==> src/rtl/acia_rx_if.sv <==
// ---------------------------------------------------------------------------
// acia_rx_if
// Signal bundle between the ACIA receiver and its surroundings: the
// baud-rate generator and serial line on one side, the CPU-side status/data
// register decode on the other.
//
//   BCLK      16x baud clock (asynchronous, treated as data)
//   RXD       serial receive line, idle high
//   WL        word length: 00=8, 01=7, 10=6, 11=5 bits
//   PAR_EN    parity bit present and checked
//   PAR_MODE  00=odd, 01=even, 10=mark, 11=space
//   RD_STB    one-cycle pulse on CPU read of the receive data register
//   RX_DATA   received character (unused upper bits 0)
//   RDRF      receive data register full
//   PE / FE   parity / framing error of the last loaded character
//   OVR       overrun
//
// master: the side driving line, baud clock and configuration.
// slave : the receiver itself.
// ---------------------------------------------------------------------------
interface acia_rx_if;
  logic       BCLK;
  logic       RXD;
  logic [1:0] WL;
  logic       PAR_EN;
  logic [1:0] PAR_MODE;
  logic       RD_STB;
  logic [7:0] RX_DATA;
  logic       RDRF;
  logic       PE;
  logic       FE;
  logic       OVR;

  modport master (
    output BCLK, RXD, WL, PAR_EN, PAR_MODE, RD_STB,
    input  RX_DATA, RDRF, PE, FE, OVR
  );

  modport slave (
    input  BCLK, RXD, WL, PAR_EN, PAR_MODE, RD_STB,
    output RX_DATA, RDRF, PE, FE, OVR
  );
endinterface

==> src/rtl/acia_rx.sv <==
// ---------------------------------------------------------------------------
// acia_rx
// 6551-compatible ACIA receiver. BCLK (16x baud) and RXD are synchronised
// into the CLK domain; each BCLK rising edge becomes a one-cycle tick that
// drives all bit timing. A frame is start / 5-8 data bits (LSB first) /
// optional parity / stop. The finished character is loaded into RX_DATA
// with PE/FE, or flagged as overrun if RDRF is still set.
//
// Ports:
//   CLK    system clock (at least 4x BCLK)
//   RESET  asynchronous, active-low reset
//   bus    acia_rx_if.slave (BCLK, RXD, WL, PAR_EN, PAR_MODE, RD_STB in;
//          RX_DATA, RDRF, PE, FE, OVR out, all registered)
//
// Parameter: SYNC_STAGES - synchroniser depth for BCLK and RXD (>= 2).
//
// Optional build macro ACIA_RX_MAJORITY_EN: every sample point becomes a
// 2-of-3 vote over three consecutive ticks, decided on the last one.
// ---------------------------------------------------------------------------
module acia_rx #(
  parameter int SYNC_STAGES = 2
) (
  input  logic     CLK,
  input  logic     RESET,
  acia_rx_if.slave bus
);

  localparam logic [2:0] S_IDLE   = 3'd0;
  localparam logic [2:0] S_START  = 3'd1;
  localparam logic [2:0] S_DATA   = 3'd2;
  localparam logic [2:0] S_PARITY = 3'd3;
  localparam logic [2:0] S_STOP   = 3'd4;

  // Decision points. The tick counter free-runs (wrapping 15->0) through a
  // frame, so only the START exit needs an explicit reload to keep every
  // later decision centred in its bit cell.
`ifdef ACIA_RX_MAJORITY_EN
  localparam logic [3:0] START_DEC  = 4'd9;
  localparam logic [3:0] START_EXIT = 4'd2;
  localparam logic [3:0] BIT_DEC    = 4'd0;
`else
  localparam logic [3:0] START_DEC  = 4'd7;
  localparam logic [3:0] START_EXIT = 4'd0;
  localparam logic [3:0] BIT_DEC    = 4'd15;
`endif

  function automatic logic exp_parity(input logic [7:0] data, input logic [1:0] mode);
    logic p;
    case (mode)
      2'b00:   p = ~(^data);
      2'b01:   p = ^data;
      2'b10:   p = 1'b1;
      2'b11:   p = 1'b0;
      default: p = 1'b0;
    endcase
    return p;
  endfunction

  logic [SYNC_STAGES-1:0] r_bclk_sync;
  logic [SYNC_STAGES-1:0] r_rxd_sync;
  logic                   r_bclk_prev;
  logic                   w_tick;
  logic                   w_rxd;
  logic                   w_sample;
  logic                   w_in_bit;
  logic                   w_dec_start;
  logic                   w_dec_bit;
  logic                   w_load;
  logic [2:0]             w_last_idx;

  logic [2:0] r_state;
  logic [3:0] r_tick_cnt;
  logic [2:0] r_bit_idx;
  logic       r_armed;
  logic [1:0] r_wl;
  logic       r_par_en;
  logic [1:0] r_par_mode;
  logic [7:0] r_shift;
  logic       r_pe_pend;

  logic [7:0] r_rx_data;
  logic       r_rdrf;
  logic       r_pe;
  logic       r_fe;
  logic       r_ovr;

  // Synchronise BCLK and RXD; RXD resets to the idle (mark) level.
  always_ff @(posedge CLK or negedge RESET) begin
    if (!RESET) begin
      r_bclk_sync <= '0;
      r_rxd_sync  <= '1;
      r_bclk_prev <= 1'b0;
    end else begin
      r_bclk_sync <= {r_bclk_sync[SYNC_STAGES-2:0], bus.BCLK};
      r_rxd_sync  <= {r_rxd_sync[SYNC_STAGES-2:0], bus.RXD};
      r_bclk_prev <= r_bclk_sync[SYNC_STAGES-1];
    end
  end

  assign w_tick      = r_bclk_sync[SYNC_STAGES-1] & ~r_bclk_prev;
  assign w_rxd       = r_rxd_sync[SYNC_STAGES-1];
  assign w_last_idx  = 3'd7 - {1'b0, r_wl};
  assign w_in_bit    = (r_state == S_DATA) || (r_state == S_PARITY) || (r_state == S_STOP);
  assign w_dec_start = w_tick && (r_state == S_START) && (r_tick_cnt == START_DEC);
  assign w_dec_bit   = w_tick && w_in_bit && (r_tick_cnt == BIT_DEC);
  assign w_load      = w_dec_bit && (r_state == S_STOP);

`ifdef ACIA_RX_MAJORITY_EN
  function automatic logic majority3(input logic a, input logic b, input logic c);
    return (a & b) | (a & c) | (b & c);
  endfunction

  logic [1:0] r_vote;
  logic       w_vote_en;

  assign w_vote_en = w_tick &&
                     (((r_state == S_START) && ((r_tick_cnt == 4'd7) || (r_tick_cnt == 4'd8))) ||
                      (w_in_bit && ((r_tick_cnt == 4'd14) || (r_tick_cnt == 4'd15))));

  // Hold the first two votes of each sample window.
  always_ff @(posedge CLK or negedge RESET) begin
    if (!RESET) begin
      r_vote <= 2'b11;
    end else if (w_vote_en) begin
      r_vote <= {r_vote[0], w_rxd};
    end else begin
      r_vote <= r_vote;
    end
  end

  assign w_sample = majority3(r_vote[1], r_vote[0], w_rxd);
`else
  assign w_sample = w_rxd;
`endif

  // Frame FSM: start detect, bit timing, deserialisation, parity check.
  always_ff @(posedge CLK or negedge RESET) begin
    if (!RESET) begin
      r_state    <= S_IDLE;
      r_tick_cnt <= 4'd0;
      r_bit_idx  <= 3'd0;
      r_armed    <= 1'b0;
      r_wl       <= 2'b00;
      r_par_en   <= 1'b0;
      r_par_mode <= 2'b00;
      r_shift    <= 8'h00;
      r_pe_pend  <= 1'b0;
    end else if (w_tick) begin
      case (r_state)
        S_IDLE: begin
          // armed needs a sampled mark first, so a held break cannot retrigger
          if (w_rxd) begin
            r_armed <= 1'b1;
          end else if (r_armed) begin
            r_state    <= S_START;
            r_tick_cnt <= 4'd0;
            r_armed    <= 1'b0;
            r_wl       <= bus.WL;
            r_par_en   <= bus.PAR_EN;
            r_par_mode <= bus.PAR_MODE;
            r_shift    <= 8'h00;
            r_pe_pend  <= 1'b0;
          end
        end
        S_START: begin
          if (w_dec_start) begin
            if (!w_sample) begin
              r_state    <= S_DATA;
              r_tick_cnt <= START_EXIT;
              r_bit_idx  <= 3'd0;
            end else begin
              r_state <= S_IDLE;
            end
          end else begin
            r_tick_cnt <= r_tick_cnt + 4'd1;
          end
        end
        S_DATA: begin
          r_tick_cnt <= r_tick_cnt + 4'd1;
          if (w_dec_bit) begin
            r_shift[r_bit_idx] <= w_sample;
            if (r_bit_idx == w_last_idx) begin
              r_state <= r_par_en ? S_PARITY : S_STOP;
            end else begin
              r_bit_idx <= r_bit_idx + 3'd1;
            end
          end
        end
        S_PARITY: begin
          r_tick_cnt <= r_tick_cnt + 4'd1;
          if (w_dec_bit) begin
            r_pe_pend <= (w_sample != exp_parity(r_shift, r_par_mode));
            r_state   <= S_STOP;
          end
        end
        S_STOP: begin
          r_tick_cnt <= r_tick_cnt + 4'd1;
          if (w_dec_bit) begin
            r_state <= S_IDLE;
            r_armed <= 1'b0;
          end
        end
        default: begin
          r_state <= S_IDLE;
          r_armed <= 1'b0;
        end
      endcase
    end
  end

  // CPU-visible register: load on stop sample, clear on read; a load in
  // the same cycle as a read behaves as if the register were empty.
  always_ff @(posedge CLK or negedge RESET) begin
    if (!RESET) begin
      r_rx_data <= 8'h00;
      r_rdrf    <= 1'b0;
      r_pe      <= 1'b0;
      r_fe      <= 1'b0;
      r_ovr     <= 1'b0;
    end else if (w_load) begin
      if (!r_rdrf || bus.RD_STB) begin
        r_rx_data <= r_shift;
        r_pe      <= r_pe_pend;
        r_fe      <= ~w_sample;
        r_rdrf    <= 1'b1;
        r_ovr     <= 1'b0;
      end else begin
        r_ovr <= 1'b1;
      end
    end else if (bus.RD_STB) begin
      r_rdrf <= 1'b0;
      r_ovr  <= 1'b0;
    end else begin
      r_rdrf <= r_rdrf;
    end
  end

  assign bus.RX_DATA = r_rx_data;
  assign bus.RDRF    = r_rdrf;
  assign bus.PE      = r_pe;
  assign bus.FE      = r_fe;
  assign bus.OVR     = r_ovr;

endmodule

==> src/flat_wrapper.sv <==
// flat-port wrapper written by rule: the top's interface ports become plain ports
module acia_rx_flat 
#(
  parameter int SYNC_STAGES = 2
)
  (CLK, RESET, bus_BCLK, bus_RXD, bus_WL, bus_PAR_EN, bus_PAR_MODE, bus_RD_STB, bus_RX_DATA, bus_RDRF, bus_PE, bus_FE, bus_OVR);
  acia_rx_if bus_i ();
  input  logic CLK;
  input  logic RESET;
  input wire logic [$bits(bus_i.BCLK)-1:0] bus_BCLK;
  input wire logic [$bits(bus_i.RXD)-1:0] bus_RXD;
  input wire logic [$bits(bus_i.WL)-1:0] bus_WL;
  input wire logic [$bits(bus_i.PAR_EN)-1:0] bus_PAR_EN;
  input wire logic [$bits(bus_i.PAR_MODE)-1:0] bus_PAR_MODE;
  input wire logic [$bits(bus_i.RD_STB)-1:0] bus_RD_STB;
  output wire logic [$bits(bus_i.RX_DATA)-1:0] bus_RX_DATA;
  output wire logic [$bits(bus_i.RDRF)-1:0] bus_RDRF;
  output wire logic [$bits(bus_i.PE)-1:0] bus_PE;
  output wire logic [$bits(bus_i.FE)-1:0] bus_FE;
  output wire logic [$bits(bus_i.OVR)-1:0] bus_OVR;
  assign bus_i.BCLK = bus_BCLK;
  assign bus_i.RXD = bus_RXD;
  assign bus_i.WL = bus_WL;
  assign bus_i.PAR_EN = bus_PAR_EN;
  assign bus_i.PAR_MODE = bus_PAR_MODE;
  assign bus_i.RD_STB = bus_RD_STB;
  assign bus_RX_DATA = bus_i.RX_DATA;
  assign bus_RDRF = bus_i.RDRF;
  assign bus_PE = bus_i.PE;
  assign bus_FE = bus_i.FE;
  assign bus_OVR = bus_i.OVR;
  acia_rx #(.SYNC_STAGES(SYNC_STAGES)) u_core (.CLK(CLK), .RESET(RESET), .bus(bus_i));
endmodule
==> config.mk <==
export PLATFORM = sky130hd
export DESIGN_NAME = acia_rx_flat
export DESIGN_NICKNAME = d
export VERILOG_FILES = /design/src/rtl/acia_rx_if.sv /design/src/rtl/acia_rx.sv /design/src/flat_wrapper.sv
export SDC_FILE = /design/constraint.sdc
export NUM_CORES = 1
export LEC_CHECK = 0
export CORE_AREA = 2 2 58 71
export DETAILED_ROUTE_END_ITERATION = 8
export DIE_AREA = 0 0 60 73
export GPL_TIMING_DRIVEN = 1
export PLACE_DENSITY = 0.92
export SLEW_MARGIN = 25
export SYNTH_ARGS = -nofsm -noshare
export SYNTH_HDL_FRONTEND = slang
export SYNTH_SLANG_ARGS = --single-unit
==> constraint.sdc <==
create_clock -name CLK -period 5.5 [get_ports CLK]
set_clock_uncertainty 0.2 [all_clocks]
set_input_delay 1.1 -clock CLK [delete_from_list [all_inputs] [get_ports CLK]]
set_output_delay 1.1 -clock CLK [all_outputs]
set_load 0.05 [all_outputs]
Word level (Yosys, flattened, before mapping)

Index checks and enable logic that the tools add are counted.

Latch bits: 0
Bits in read-only memories: 0
Word-level logic and storage cells: 121
Memories: 0
Output and inout bits: 12
Input bits: 10
Register bits: 42
Bits in writable memories: 0

Divide/modulo/power cells: 0
Magnitude comparators: 2
Equal/unequal tests: 22
Multiply operators: 0
Mux-type cells: 43
Shift operators: 0
Bitwise gates (word level): 5
Add/subtract/negate cells: 3
Reductions and logical operators: 29

Operators by type and width:

| cell                                                | count |
|---|---|
| two-way mux 3 bit                                   | 12 |
| two-way mux 8 bit                                   | 3 |
| two-way mux 4 bit                                   | 4 |
| one-hot mux 8 bit (2 select lines)                  | 1 |
| one-hot mux 3 bit (5 select lines)                  | 1 |
| AND reduction 5 bit                                 | 3 |
| two-way mux 1 bit                                   | 14 |
| one-hot mux 4 bit (3 select lines)                  | 1 |
| != test 2 x 1 -> 1 bit (second input constant)      | 5 |
| != test 2 bit (second input constant)               | 5 |
| bitwise mux 8 bit                                   | 1 |
| AND reduction 8 bit                                 | 1 |
| nonzero test 2 bit                                  | 4 |
| parity 8 bit                                        | 1 |
| == test 3 x 2 -> 1 bit (second input constant)      | 2 |
| logical AND 1 bit                                   | 6 |
| one-hot mux 3 bit (2 select lines)                  | 1 |
| AND reduction 6 bit                                 | 1 |
| OR reduction 3 bit                                  | 2 |
| adder 4 x 1 -> 4 bit (second input constant)        | 1 |
| == test 2 bit (second input constant)               | 2 |
| == test 4 x 3 -> 1 bit (second input constant)      | 1 |
| == test 4 bit (second input constant)               | 1 |
| < comparator 3 x 4 -> 1 bit (second input constant) | 1 |
| 24 further kinds                                    | 30 |

Longest topological paths before layout

Depth in word-level cells: 11
Mapped depth: 7
Depth with buffers taken out: 6

Worst setup path before layout

OpenSTA, ideal clock, no wires.

Kind: input -> register
From: input bus_RD_STB
To: register u_core.r_rx_data[0] (netlist: u_core.bus.RX_DATA[0])
Stages: 4
Buffers on the path: 1
Setup slack: 3.130 ns
Arrival: 2.045 ns
Setup time: 0.125 ns
Required time: 5.175 ns
Cells stage by stage: nand2b_1 nand4_1 clkbuf_1 mux2_2

Word-level cells in the longest chain between the ends: 2

RTL lines:

| item                                 | RTL line           | RTL |
|---|---|---|
| start: declaration                   | flat_wrapper.sv:15 | `input wire logic [$bits(bus_i.RD_STB)-1:0] bus_RD_STB;` |
| logical OR 1 bit                     | acia_rx.sv:221     | `if (!r_rdrf \|\| bus.RD_STB) begin` |
| AND reduction 2 bit (no source line) | --                 |  |
| end signal: assignment               | acia_rx.sv:222     | `r_rx_data <= r_shift;` |
| end: declaration                     | acia_rx.sv:81      | `logic [7:0] r_rx_data;` |

No other way between the ends.
A chain may end at the register's enable or synchronous reset.

Worst setup path after layout

From: register u_core.r_rx_data[7] (netlist: u_core.bus.RX_DATA[7])
To: output bus_RX_DATA[7]

RTL lines:

| item             | RTL line           | RTL |
|---|---|---|
| end: declaration | flat_wrapper.sv:16 | `output wire logic [$bits(bus_i.RX_DATA)-1:0] bus_RX_DATA;` |

No word-level cell between the ends.

==> impl_metrics.py <==
metrics = {
    "run_status": {
        "outcome": "complete, no violations",
    },
    "power": {
        "total_power_w": 0.000982,
        "max-vdd-ir-drop_mv": 0.230,
        "power_density_nw_per_um2": 390,
        "p_leak_nw": 1.07,
    },
    "finish": {
        "nets": 242,
        "final_cell_mix": "dfrtp_1 (40), o21ai_0 (23), clkdlybuf4s50_1 (20)",
        "drive_above_1_share": 0.147,
        "final_common_cell": "dfrtp_1",
        "fill_cells": 288,
        "n_antenna_cell": 0,
        "syn2layout_area_growth_pct": 16.8,
    },
    "setup_path": {
        "path_buf_inv": 1,
        "critPathMaxStageDelay_ns": 0.81,
        "cp.required_ns": 4.20,
        "start_kind": "register",
        "cp-end-kind": "output port",
        "crit_arrival_ns": 1.48,
        "path_cells": "clkdlybuf4s50_1",
        "rr_endpoint": "u_core.bus.RX_DATA[7]$_DFFE_PN0P_",
        "r2r_cells": 5,
        "rrSetupSlack_ns": 2.98,
        "crit_fanout": 2,
        "slowest_stage": "clkdlybuf4s50_1",
        "r2r-start": "u_core.r_tick_cnt[0]$_DFFE_PN0P_",
        "worstSetupPathType": "reg -> out",
        "critPathTopFamily": "buffers and inverters",
    },
    "place": {
        "dp_hpwl_um": 2890,
        "portBuffers": 21,
        "gp_congestion": 0.873,
        "pre_cts_slack_ns": 2.52,
    },
    "synth": {
        "yosysWarnings": 0,
        "yosysSeqAreaShare": 0.489,
        "yosysUniqueCellTypes": 46,
        "syn_nets": 225,
        "synthCells": 213,
        "synth_flop_cell": "dfrtp_1",
        "avgSynthCellArea_um2": 10.1,
        "ys_ff_latch": 42,
        "synth-edff-count": 0,
        "synthArstFlopShare": 1.00,
        "synth_area_um2": 2160,
    },
    "die": {
        "dieArea_um2": 4380,
        "coreArea_um2": 3780,
        "dieWidth_um": 60,
        "die-height_um": 73,
        "ios": 22,
        "fp-row-count": 25,
        "start_util": 0.570,
    },
    "global_routing": {
        "grt_pass1_wl_um": 6920,
        "antenna_found_initial": 0,
        "grt_pass1_vias": 1645,
        "grt_usage": 0.208,
        "grt_max_degree": 43,
        "grt_overflow_total": 0,
    },
    "timing": {
        "worst_slack_ns": 2.72,
        "setup_viol_count_final": 0,
        "max-slew-margin-rel": 0.409,
        "fmax_ghz": 0.359,
        "finalHoldViolations": 0,
        "tns_ns": 0,
        "maxSlewViolCount": 0,
        "rsz0062_at_grt": "false",
        "worstMarginPinSlew_ns": 0.886,
        "fin_crit_ns": 2.78,
        "post-route-period-util": 0.506,
    },
    "routing": {
        "drt_pass1_iterations": 4,
        "drt-met1-wl_um": 1670,
        "post_drt_via_cell_ratio": 5.79,
        "drt-total-wl_um": 4120,
        "drtIter0Drc": 76,
        "top_layer": "met4",
        "drtAntennaViolNets": 0,
        "vias": 1649,
        "post_drt_wl_per_cell_um": 14.4,
        "dr_wl_met3_um": 179,
        "route.met2.wl_um": 2190,
        "drc_errors": 0,
    },
    "hold_path": {
        "min_to": "u_core.r_rxd_sync[1]$_DFF_PN1_",
        "hp-start": "u_core.r_rxd_sync[0]$_DFF_PN1_",
        "hp-class": "reg -> reg",
        "whs_path_depth": 0,
    },
    "clocking": {
        "cts_resized": 0,
        "clock_latency_ns": 0.30,
        "cts_tree": "built",
        "post_cts_buffers": 0,
        "clock_sinks": 42,
        "hold_buffers": 0,
        "root_buffer": "clkbuf_8",
        "htree_num_levels": 2,
        "numCtsBuffers": 5,
        "clock_path_buffers": 2,
        "clk_pin_slew_worst_paths_ns": 0.08,
    },
    "flow_run": {
        "maxCapViolCount": 0,
    },
}
-- metrics by stage --
| stage | std cells | util | hold slack (ns) | cell area [um^2] |
|---|---|---|---|---|
| after global placement | 277 | 0.627 | 0.136 | 2370 |
| after CTS | 285 | 0.665 | 0.158 | 2520 |
| after global routing | 285 | 0.665 | 0.166 | 2520 |
| final | 285 | 0.665 | 0.156 | 2520 |
| after floorplan | 213 | - | 0.131 | 2160 |
| after detailed placement | 277 | 0.627 | 0.137 | 2370 |
-- state kept, by name, summed over array words and instances (netlist names) --
name                flops
u_core.r_armed          1
u_core.bus.RX_DATA      8
u_core.r_bit_idx        3
u_core.bus.PE           1
u_core.r_pe_pend        1
u_core.bus.RDRF         1
u_core.bus.OVR          1
u_core.r_bclk_sync      2
u_core.r_rxd_sync       2
u_core.r_par_mode       2
u_core.bus.FE           1
u_core.r_state          3
u_core.r_shift          8
u_core.r_bclk_prev      1
u_core.r_tick_cnt       4
u_core.r_par_en         1
u_core.r_wl             2
-- kinds of logic after synthesis --
| logic type | synth area share |
|---|---|
| simple gates | 0.195 |
| mux | 0.0876 |
| buf+inv | 0.0371 |
| xor+xnor | 0.0406 |
| compound gates | 0.139 |
| fa+ha+maj | 0.0116 |
| flops | 0.489 |
-- synthesized netlist by cell type (all sizes together) (2+ instances only) --
library cell / n / area (um^2)
or4: 2 / 18.8
and2b: 2 / 16.3
ha: 2 / 25.0
dfrtp: 40 / 1000
buf: 4 / 26.3
nand2b: 7 / 43.8
dfstp: 2 / 52.6
nand2: 11 / 41.3
inv: 7 / 26.3
nand4: 4 / 25.0
a31oi: 7 / 43.8
and3: 2 / 12.5
o22ai: 2 / 12.5
a21oi: 5 / 25.0
xnor2: 6 / 52.6
xor2: 4 / 35.0
o21ai: 24 / 120
clkbuf: 7 / 27.5
mux2i: 2 / 20.0
nor4: 2 / 27.5
o31ai: 5 / 37.5
nor3: 7 / 35.0
or2: 2 / 12.5
mux2: 15 / 169
nand3: 8 / 40.0
nand4b: 2 / 17.5
nor2: 18 / 67.6
nand3b: 3 / 22.5
-- cell type report --
cell class | count | area (um^2) | area share
flip-flops and latches | 42 | 1050 | 0.418
multi-input cells | 153 | 1020 | 0.406
repair buffers | 21 | 205 | 0.0815
clock buffers | 6 | 82.6 | 0.0328
well taps | 54 | 67.6 | 0.0268
clock inverters | 2 | 60.1 | 0.0239
inverters | 7 | 26.3 | 0.0104
-- layer usage --
| metal | global-route usage | up-vias |
|---|---|---|
| met4 | 0.101 | 0 |
| li1 | - | 794 |
| met5 | 0 | - |
| met1 | 0.240 | 795 |
| met2 | 0.356 | 49 |
| met3 | 0.0479 | 11 |
-- where the power goes --
part           switching, W  internal (W)
sequential        0.0000706      0.000354
combinational      0.000145      0.000115
clock              0.000103      0.000194
total              0.000319      0.000663
-- worst max path at each step --
stage	from	cells past startpoint	end	slack, ns
floorplan	bus_RD_STB	4	u_core.bus.RX_DATA[0]$_DFFE_PN0P_	3.13
global placement	bus_RD_STB	4	u_core.bus.RX_DATA[0]$_DFFE_PN0P_	2.56
detailed placement	bus_RD_STB	4	u_core.bus.RX_DATA[7]$_DFFE_PN0P_	2.52
CTS	u_core.bus.RX_DATA[7]$_DFFE_PN0P_	1	bus_RX_DATA[7]	2.70
global route	u_core.bus.RX_DATA[7]$_DFFE_PN0P_	1	bus_RX_DATA[7]	2.68
finish	u_core.bus.RX_DATA[7]$_DFFE_PN0P_	1	bus_RX_DATA[7]	2.72
(Power assumes the default switching activity.)
